==> src/rtl/ffn_pkg.sv <==
// Shared types and helpers for the feed-forward bias/activation datapath.
package ffn_pkg;

  typedef enum logic [1:0] {
    ACT_RELU    = 2'd0,
    ACT_SIGMOID = 2'd1
  } activ_e;

  typedef enum logic [1:0] {
    IDLE,
    RUN,
    DRAIN
  } sched_state_e;

  localparam int unsigned SatW = 64;

  // Signed add clamped to a two's-complement range of the given width.
  function automatic logic signed [SatW-1:0] sat_add(input logic signed [SatW-1:0] a,
                                                     input logic signed [SatW-1:0] b,
                                                     input int unsigned            width);
    logic signed [SatW-1:0] sum;
    logic signed [SatW-1:0] hi;
    logic signed [SatW-1:0] lo;
    sum = a + b;
    hi  = (64'sd1 <<< (width - 1)) - 64'sd1;
    lo  = -hi - 64'sd1;
    if (sum > hi) return hi;
    if (sum < lo) return lo;
    return sum;
  endfunction

endpackage

==> src/rtl/bias_act_fifo2.sv <==
// Two-entry FIFO carrying an activated result and its column index; slot 0 is the head.
module bias_act_fifo2 #(
  parameter int unsigned DATA_WIDTH = 16,
  parameter int unsigned COL_WIDTH  = 3
) (
  input  logic                  clk_i,
  input  logic                  rst_ni,
  input  logic                  push_i,
  input  logic [DATA_WIDTH-1:0] push_data_i,
  input  logic [COL_WIDTH-1:0]  push_col_i,
  input  logic                  pop_i,
  output logic [1:0]            count_o,
  output logic                  valid_o,
  output logic [DATA_WIDTH-1:0] data_o,
  output logic [COL_WIDTH-1:0]  col_o
);

  logic [DATA_WIDTH-1:0] data_q [2];
  logic [DATA_WIDTH-1:0] data_d [2];
  logic [COL_WIDTH-1:0]  col_q  [2];
  logic [COL_WIDTH-1:0]  col_d  [2];
  logic [1:0]            count_q, count_d;
  logic                  pop_ok, push_ok;
  logic [1:0]            wr_idx;

  assign pop_ok  = pop_i && (count_q != 2'd0);
  // Pop frees a slot first, so a push is legal against a full FIFO only alongside a pop.
  assign push_ok = push_i && ((count_q != 2'd2) || pop_ok);
  assign wr_idx  = count_q - {1'b0, pop_ok};

  always_comb begin
    data_d  = data_q;
    col_d   = col_q;
    count_d = count_q - {1'b0, pop_ok} + {1'b0, push_ok};
    if (pop_ok) begin
      data_d[0] = data_q[1];
      col_d[0]  = col_q[1];
    end
    if (push_ok) begin
      if (wr_idx == 2'd0) begin
        data_d[0] = push_data_i;
        col_d[0]  = push_col_i;
      end else begin
        data_d[1] = push_data_i;
        col_d[1]  = push_col_i;
      end
    end
  end

  always_ff @(posedge clk_i or negedge rst_ni) begin
    if (!rst_ni) begin
      data_q[0] <= '0;
      data_q[1] <= '0;
      col_q[0]  <= '0;
      col_q[1]  <= '0;
      count_q   <= '0;
    end else begin
      data_q  <= data_d;
      col_q   <= col_d;
      count_q <= count_d;
    end
  end

  assign count_o = count_q;
  assign valid_o = (count_q != 2'd0);
  assign data_o  = data_q[0];
  assign col_o   = col_q[0];

endmodule

==> src/rtl/bias_activation.sv <==
// Combinational activation: ReLU, hard sigmoid (x/4 + 0.5 clamped to [0,1]) or zero.
module bias_activation import ffn_pkg::*; #(
  parameter int unsigned DATA_WIDTH = 16,
  parameter int unsigned FRAC_BITS  = 8
) (
  input  logic [DATA_WIDTH-1:0] z_i,
  input  logic [1:0]            activ_type_i,
  output logic [DATA_WIDTH-1:0] y_o
);

  localparam logic signed [DATA_WIDTH-1:0] One  = DATA_WIDTH'(1) << FRAC_BITS;
  localparam logic signed [DATA_WIDTH-1:0] Half = DATA_WIDTH'(1) << (FRAC_BITS - 1);

  logic signed [DATA_WIDTH-1:0] z;
  logic signed [DATA_WIDTH-1:0] sig;

  assign z   = $signed(z_i);
  assign sig = (z >>> 2) + Half;

  always_comb begin
    y_o = '0;
    if (activ_type_i == ACT_RELU) begin
      y_o = z[DATA_WIDTH-1] ? '0 : z_i;
    end else if (activ_type_i == ACT_SIGMOID) begin
      if (sig[DATA_WIDTH-1]) y_o = '0;
      else if (sig > One)    y_o = One;
      else                   y_o = sig;
    end
  end

endmodule

==> src/rtl/bias_act_scheduler.sv <==
// Sequences a layer's accumulator words through rescale, bias add, saturation and activation.
module bias_act_scheduler import ffn_pkg::*; #(
  parameter int unsigned DATA_WIDTH = 16,
  parameter int unsigned ACC_WIDTH  = 32,
  parameter int unsigned FRAC_BITS  = 8,
  parameter int unsigned MAX_COLS   = 8,
  parameter int unsigned CNT_WIDTH  = 16
) (
  input  logic                          clk_i,
  input  logic                          rst_ni,
  input  logic                          start_i,
  input  logic [1:0]                    activ_type_i,
  input  logic [$clog2(MAX_COLS+1)-1:0] num_cols_i,
  input  logic [CNT_WIDTH-1:0]          num_rows_i,
  input  logic                          bias_wr_en_i,
  input  logic [$clog2(MAX_COLS)-1:0]   bias_wr_addr_i,
  input  logic [DATA_WIDTH-1:0]         bias_wr_data_i,
  input  logic                          acc_valid_i,
  output logic                          acc_ready_o,
  input  logic [ACC_WIDTH-1:0]          acc_data_i,
  output logic                          y_valid_o,
  input  logic                          y_ready_i,
  output logic [DATA_WIDTH-1:0]         y_data_o,
  output logic [$clog2(MAX_COLS)-1:0]   y_col_o,
  output logic                          busy_o,
  output logic                          done_o,
  output logic                          err_o
);

  localparam int unsigned ColW = $clog2(MAX_COLS);
  localparam int unsigned NcW  = $clog2(MAX_COLS + 1);

  sched_state_e          state_q, state_d;
  logic [1:0]            activ_q, activ_d;
  logic [NcW-1:0]        ncols_q, ncols_d;
  logic [CNT_WIDTH-1:0]  nrows_q, nrows_d;
  logic [ColW-1:0]       col_q, col_d;
  logic [CNT_WIDTH-1:0]  row_q, row_d;
  logic                  err_q, err_d;
  logic [DATA_WIDTH-1:0] bias_q [MAX_COLS];

  logic                        cfg_ok, acc_fire, last_col, last_row;
  logic signed [ACC_WIDTH-1:0] acc_shift;
  logic [DATA_WIDTH-1:0]       bias_cur, z, act_y;
  logic [1:0]                  fifo_count;

  assign cfg_ok    = (num_cols_i != '0) && (32'(num_cols_i) <= MAX_COLS) && (num_rows_i != '0);
  assign acc_ready_o = (state_q == RUN) && (fifo_count < 2'd2);
  assign acc_fire  = acc_valid_i && acc_ready_o;
  assign last_col  = (NcW'(col_q) == ncols_q - NcW'(1));
  assign last_row  = (row_q == nrows_q - CNT_WIDTH'(1));

  assign acc_shift = $signed(acc_data_i) >>> FRAC_BITS;
  assign bias_cur  = bias_q[col_q];
  assign z = DATA_WIDTH'(sat_add({{(SatW-ACC_WIDTH){acc_shift[ACC_WIDTH-1]}}, acc_shift},
                                 {{(SatW-DATA_WIDTH){bias_cur[DATA_WIDTH-1]}}, bias_cur},
                                 DATA_WIDTH));

  always_comb begin
    state_d = state_q;
    activ_d = activ_q;
    ncols_d = ncols_q;
    nrows_d = nrows_q;
    col_d   = col_q;
    row_d   = row_q;
    err_d   = err_q;
    unique case (state_q)
      IDLE: begin
        if (start_i) begin
          if (cfg_ok) begin
            state_d = RUN;
            activ_d = activ_type_i;
            ncols_d = num_cols_i;
            nrows_d = num_rows_i;
            col_d   = '0;
            row_d   = '0;
            err_d   = 1'b0;
          end else begin
            err_d = 1'b1;
          end
        end
      end
      RUN: begin
        if (acc_fire) begin
          if (last_col) begin
            col_d = '0;
            row_d = row_q + CNT_WIDTH'(1);
            if (last_row) state_d = DRAIN;
          end else begin
            col_d = col_q + ColW'(1);
          end
        end
      end
      DRAIN: begin
        if (fifo_count == 2'd0) state_d = IDLE;
      end
      default: state_d = IDLE;
    endcase
  end

  always_ff @(posedge clk_i or negedge rst_ni) begin
    if (!rst_ni) begin
      state_q <= IDLE;
      activ_q <= '0;
      ncols_q <= '0;
      nrows_q <= '0;
      col_q   <= '0;
      row_q   <= '0;
      err_q   <= 1'b0;
    end else begin
      state_q <= state_d;
      activ_q <= activ_d;
      ncols_q <= ncols_d;
      nrows_q <= nrows_d;
      col_q   <= col_d;
      row_q   <= row_d;
      err_q   <= err_d;
    end
  end

  // Table writes only land while idle so a running layer sees a stable bias set.
  always_ff @(posedge clk_i or negedge rst_ni) begin
    if (!rst_ni) begin
      for (int i = 0; i < int'(MAX_COLS); i++) bias_q[i] <= '0;
    end else if ((state_q == IDLE) && bias_wr_en_i) begin
      bias_q[bias_wr_addr_i] <= bias_wr_data_i;
    end
  end

  bias_activation #(
    .DATA_WIDTH (DATA_WIDTH),
    .FRAC_BITS  (FRAC_BITS)
  ) u_act (
    .z_i          (z),
    .activ_type_i (activ_q),
    .y_o          (act_y)
  );

  bias_act_fifo2 #(
    .DATA_WIDTH (DATA_WIDTH),
    .COL_WIDTH  (ColW)
  ) u_fifo (
    .clk_i       (clk_i),
    .rst_ni      (rst_ni),
    .push_i      (acc_fire),
    .push_data_i (act_y),
    .push_col_i  (col_q),
    .pop_i       (y_valid_o && y_ready_i),
    .count_o     (fifo_count),
    .valid_o     (y_valid_o),
    .data_o      (y_data_o),
    .col_o       (y_col_o)
  );

  assign busy_o = (state_q != IDLE);
  assign done_o = (state_q == DRAIN) && (fifo_count == 2'd0);
  assign err_o  = err_q;

endmodule
==> config.mk <==
export PLATFORM = sky130hd
export DESIGN_NAME = bias_act_scheduler
export DESIGN_NICKNAME = d
export VERILOG_FILES = /design/src/rtl/ffn_pkg.sv /design/src/rtl/bias_act_fifo2.sv /design/src/rtl/bias_activation.sv /design/src/rtl/bias_act_scheduler.sv
export SDC_FILE = /design/constraint.sdc
export NUM_CORES = 1
export LEC_CHECK = 0
export BUFFER_PORTS_ARGS = -buffer_cell sky130_fd_sc_hd__buf_2
export CAP_MARGIN = 20
export CELL_PAD_IN_SITES_DETAIL_PLACEMENT = 0
export CELL_PAD_IN_SITES_GLOBAL_PLACEMENT = 1
export CORE_ASPECT_RATIO = 1.1
export CORE_UTILIZATION = 49
export DETAILED_ROUTE_END_ITERATION = 6
export PLACE_DENSITY = 0.83
export SETUP_SLACK_MARGIN = 0.1
export SYNTH_ARGS = -nofsm -noshare
export SYNTH_HDL_FRONTEND = slang
export SYNTH_HIERARCHICAL = 1
export SYNTH_SLANG_ARGS = --single-unit
==> constraint.sdc <==
create_clock -name clk_i -period 8.7 [get_ports clk_i]
set_input_delay 2.175 -clock clk_i [delete_from_list [all_inputs] [get_ports clk_i]]
set_output_delay 2.175 -clock clk_i [all_outputs]
set_load 0.1 [all_outputs]
==> flow_summary_export.csv <==
group,metric,value,unit
status,status,"finished with violations",
status,failed_checks,"design-rule violations",
clock_network,clk_latency,0.52,ns
clock_network,root_buffer,"clkbuf_16",
yosys,netlist_area,12160,um^2
yosys,synthCells,1101,
timing,worst_slack,1.907,ns
timing,fmax,0.1472,GHz
clock_network,cts_sinks,212,
floorplan,rows,60,
clock_network,hold_buffers,0,
yosys,ys.flop_type,"dfrtp_1",
clock_network,cts_tree,"yes",
power,p_int,2370,uW
routing,via_per_inst,5.737,
final_layout,final_layout_size_suffix_gt1_frac,0.3183,
placed_design,dp_slack,1.458,ns
clock_network,cts_made_buffers,24,
power,pwr-share-seq,0.322,
floorplan,die_h,167.2,um
floorplan,io_pins,103,
worst_setup_path,crit_fanout,24,
clock_network,htree_levels,1,
placed_design,gp_congestion,0.8337,
yosys,yosysUniqueCellTypes,82,
clock_network,max-clock-path-buffers,3,
power,finalPower,4022,uW
global_route,grt_util_all_layers,0.2185,
global_route,antenna_found_initial,2,
power,switching_share,0.4106,
worst_setup_path,crit_path_start_kind,"flop",
min_path,hold_class,"reg -> reg",
final_layout,area_growth,10.86,%
routing,vias,8508,
routing,firstDrtPassIters,6,
yosys,async_flop_share,1.000,
global_route,grt_pass1_wl,45140,um
clock_network,path_clk_slew,0.06,ns
job,maxCapViolations,0,
placed_design,port_buffers,94,
floorplan,core,24400,um^2
power,p_comb_frac,0.428,
timing,maxSlewViolCount,0,
timing,rsz0062_at_grt,"no",
yosys,synth-seq-area-share,0.4364,
routing,drtAntennaViolNets,0,
floorplan,start_util,0.4983,
final_layout,nNetsFinal,1264,
clock_network,ctsResizeCount,0,
global_route,grt_max_degree,79,
placed_design,post-dp-hpwl,18700,um
final_layout,fill_cells,2058,
routing,drc,14,
power,p_leak,0.006358,uW
timing,finalCriticalPeriod,6.793,ns
power,peakVddDrop,0.2627,mV
routing,first_iter_violations,435,
yosys,ys_ff_latch,212,
global_route,grt_pass1_vias,8617,
clock_network,postCtsSetupRepairBufs,0,
power,switchingPower,1651,uW
timing,finalCritPeriodShare,0.7808,
timing,hold_viol,0,
timing,fin_tns_setup,0,ns
timing,setup_viol,0,
worst_setup_path,worst_setup_path_end_kind,"flop",
timing,worstMarginPinSlew,1.092,ns
final_layout,post-route-util,0.5524,
yosys,yosysWarnings,6,
yosys,synth_nets,1210,
global_route,overflow,0,
floorplan,dieArea,25440,um^2
worst_setup_path,worstSetupPathType,"reg -> reg",
yosys,synth.top_cell.area_share,0.4364,
timing,clock_skew,0.01350,ns
yosys,synth_top_area_cell,"dfrtp_1",
routing,wirelength,26880,um
worst_setup_path,required,9.13,ns
worst_setup_path,arrival,7.23,ns
floorplan,die_w,152.2,um
routing,wl_per_cell,18.12,um
yosys,ys_top_cells_by_area,"dfrtp_1, mux2_2, mux4_2",
power,clkPwrFrac,0.250,
power,pwr_density_cell,298.4,nW/um^2
yosys,syn_area_per_cell,11.04,um^2
yosys,synth-edff-count,0,
timing,relSlewSlack,0.2721,
critical path, cell delays in order, from the launching register on:
cell and delay [ns]:
dfrtp_1 0.77, buf_4 0.45, mux4_2 0.36, mux2_2 0.39, ha_1 0.41, a21o_1 0.25
nor3_1 0.32, a21o_1 0.19, a21boi_0 0.09, o2111a_1 0.25, o22ai_1 0.61, o41a_1 0.61
o21ai_1 0.30, ha_1 0.32, nor4b_1 0.27, o21ai_1 0.12, and2_1 0.30, o31ai_2 0.38
nor3_1 0.12, a31oi_1 0.17
state kept, by name, summed over array words and instances (netlist names):
| signal | flops |
|---|---|
| state_q | 2 |
| u_fifo/data_o | 16 |
| row_q | 16 |
| nrows_q | 16 |
| ncols_q | 4 |
| u_fifo/col_o | 3 |
| u_fifo/col_q | 3 |
| col_q | 3 |
| bias_q | 128 |
| err_o | 1 |
| u_fifo/data_q | 16 |
| u_fifo/count_o | 2 |
| activ_q | 2 |
area by class of cell:
cell class	count	area (um^2)	area share
inverter	18	67.56	0.005013
sequential	212	5306	0.3937
antenna	1	2.502	0.0001857
tap	310	387.9	0.02878
timing repair buffer	103	579.3	0.04299
multi-input combinational	796	6337	0.4702
clock inverter	11	125.1	0.009284
clock buffer	32	670.6	0.04976
metal layers:
layer / vias up / GRT usage / routed length [um]
met5: - / 0 / 11
met2: 151 / 0.3731 / 13080
li1: 4086 / - / -
met1: 4232 / 0.2962 / 12270
met3: 37 / 0.03157 / 1065
met4: 2 / 0.04614 / 453
stage by stage:
| stage | hold slack (ns) | cell area [um^2] | cells |
|---|---|---|---|
| after floorplan | 0.4652 | 12160 | 1101 |
| after global placement | 0.4724 | 12620 | 1436 |
| after CTS | 0.4891 | 13420 | 1479 |
| final | 0.4829 | 13480 | 1483 |
| after global routing | 0.5100 | 13470 | 1482 |
| after detailed placement | 0.4750 | 12620 | 1436 |
cell usage in the layout (no fill, tap or decap), types with 7 or more instances in the layout:
master     count
nor4_1         7
o31ai_2        8
o21ai_0       30
a31oi_1       24
mux4_2        32
and2_1         9
nand2_1      147
o21ai_1        9
xnor2_1       25
nand2b_1       9
nor2b_1       10
or3_1          7
nand3_1       18
a211oi_1       7
and3_1         8
nor3_1        35
clkbuf_16     24
nand4_1       14
mux2_2       153
inv_1         17
a21o_1        10
xor2_1        30
nor2_1        45
ha_1          29
mux2_4        10
dfrtp_1      211
buf_2         93
a21oi_1       30
cells in the mapped netlist, types with 14 or more instances:
cell type / n
mux4_2: 32
a21oi_1: 30
nand3_1: 18
inv_1: 17
ha_1: 29
o21ai_0: 30
nand2_1: 147
nand4_1: 14
nor3_1: 35
xor2_1: 30
xnor2_1: 25
a31oi_1: 24
clkbuf_1: 33
mux2_2: 153
buf_4: 21
nor2_1: 45
dfrtp_1: 212
cell families (layout without fill, tap and decap cells):
group,Yosys count,count (layout),synth area share
XOR/XNOR,55,55,0.03963
flip-flops,212,212,0.4364
adder cells (fa/ha/maj),30,30,0.03149
multiplexers,199,199,0.2167
buffers and inverters,93,164,0.04230
AO/OA/AOI/OAI,169,169,0.09593
AND/OR/NAND/NOR,342,342,0.1373
other,1,2,0.0003085
power by group through the flow:
stage	Sequential (uW)	Combinational [uW]	Clock, uW
6_report	1290	1720	1010
5_1_grt	1320	1870	1070
4_1_cts	1340	1660	1030
3_5_place_dp	1360	1650	0
3_3_place_gp	1350	1630	0
2_1_floorplan	1260	1500	0
worst paths after layout:
path | depth (start not counted) | from | to | slack [ns]
setup reg to reg | 19 | col_q[1] | u_fifo/data_o[2] | 1.91
min in group asynchronous | 1 | rst_ni | nrows_q[9] | 1.65
setup / recovery | 19 | col_q[1] | u_fifo/data_o[2] | 1.91
hold / removal | 1 | err_o | err_o | 0.48
hold reg to reg | 1 | err_o | err_o | 0.48
max in group asynchronous | 2 | rst_ni | bias_q[43] | 5.62
Note: power is estimated with default switching activity, not from simulation.
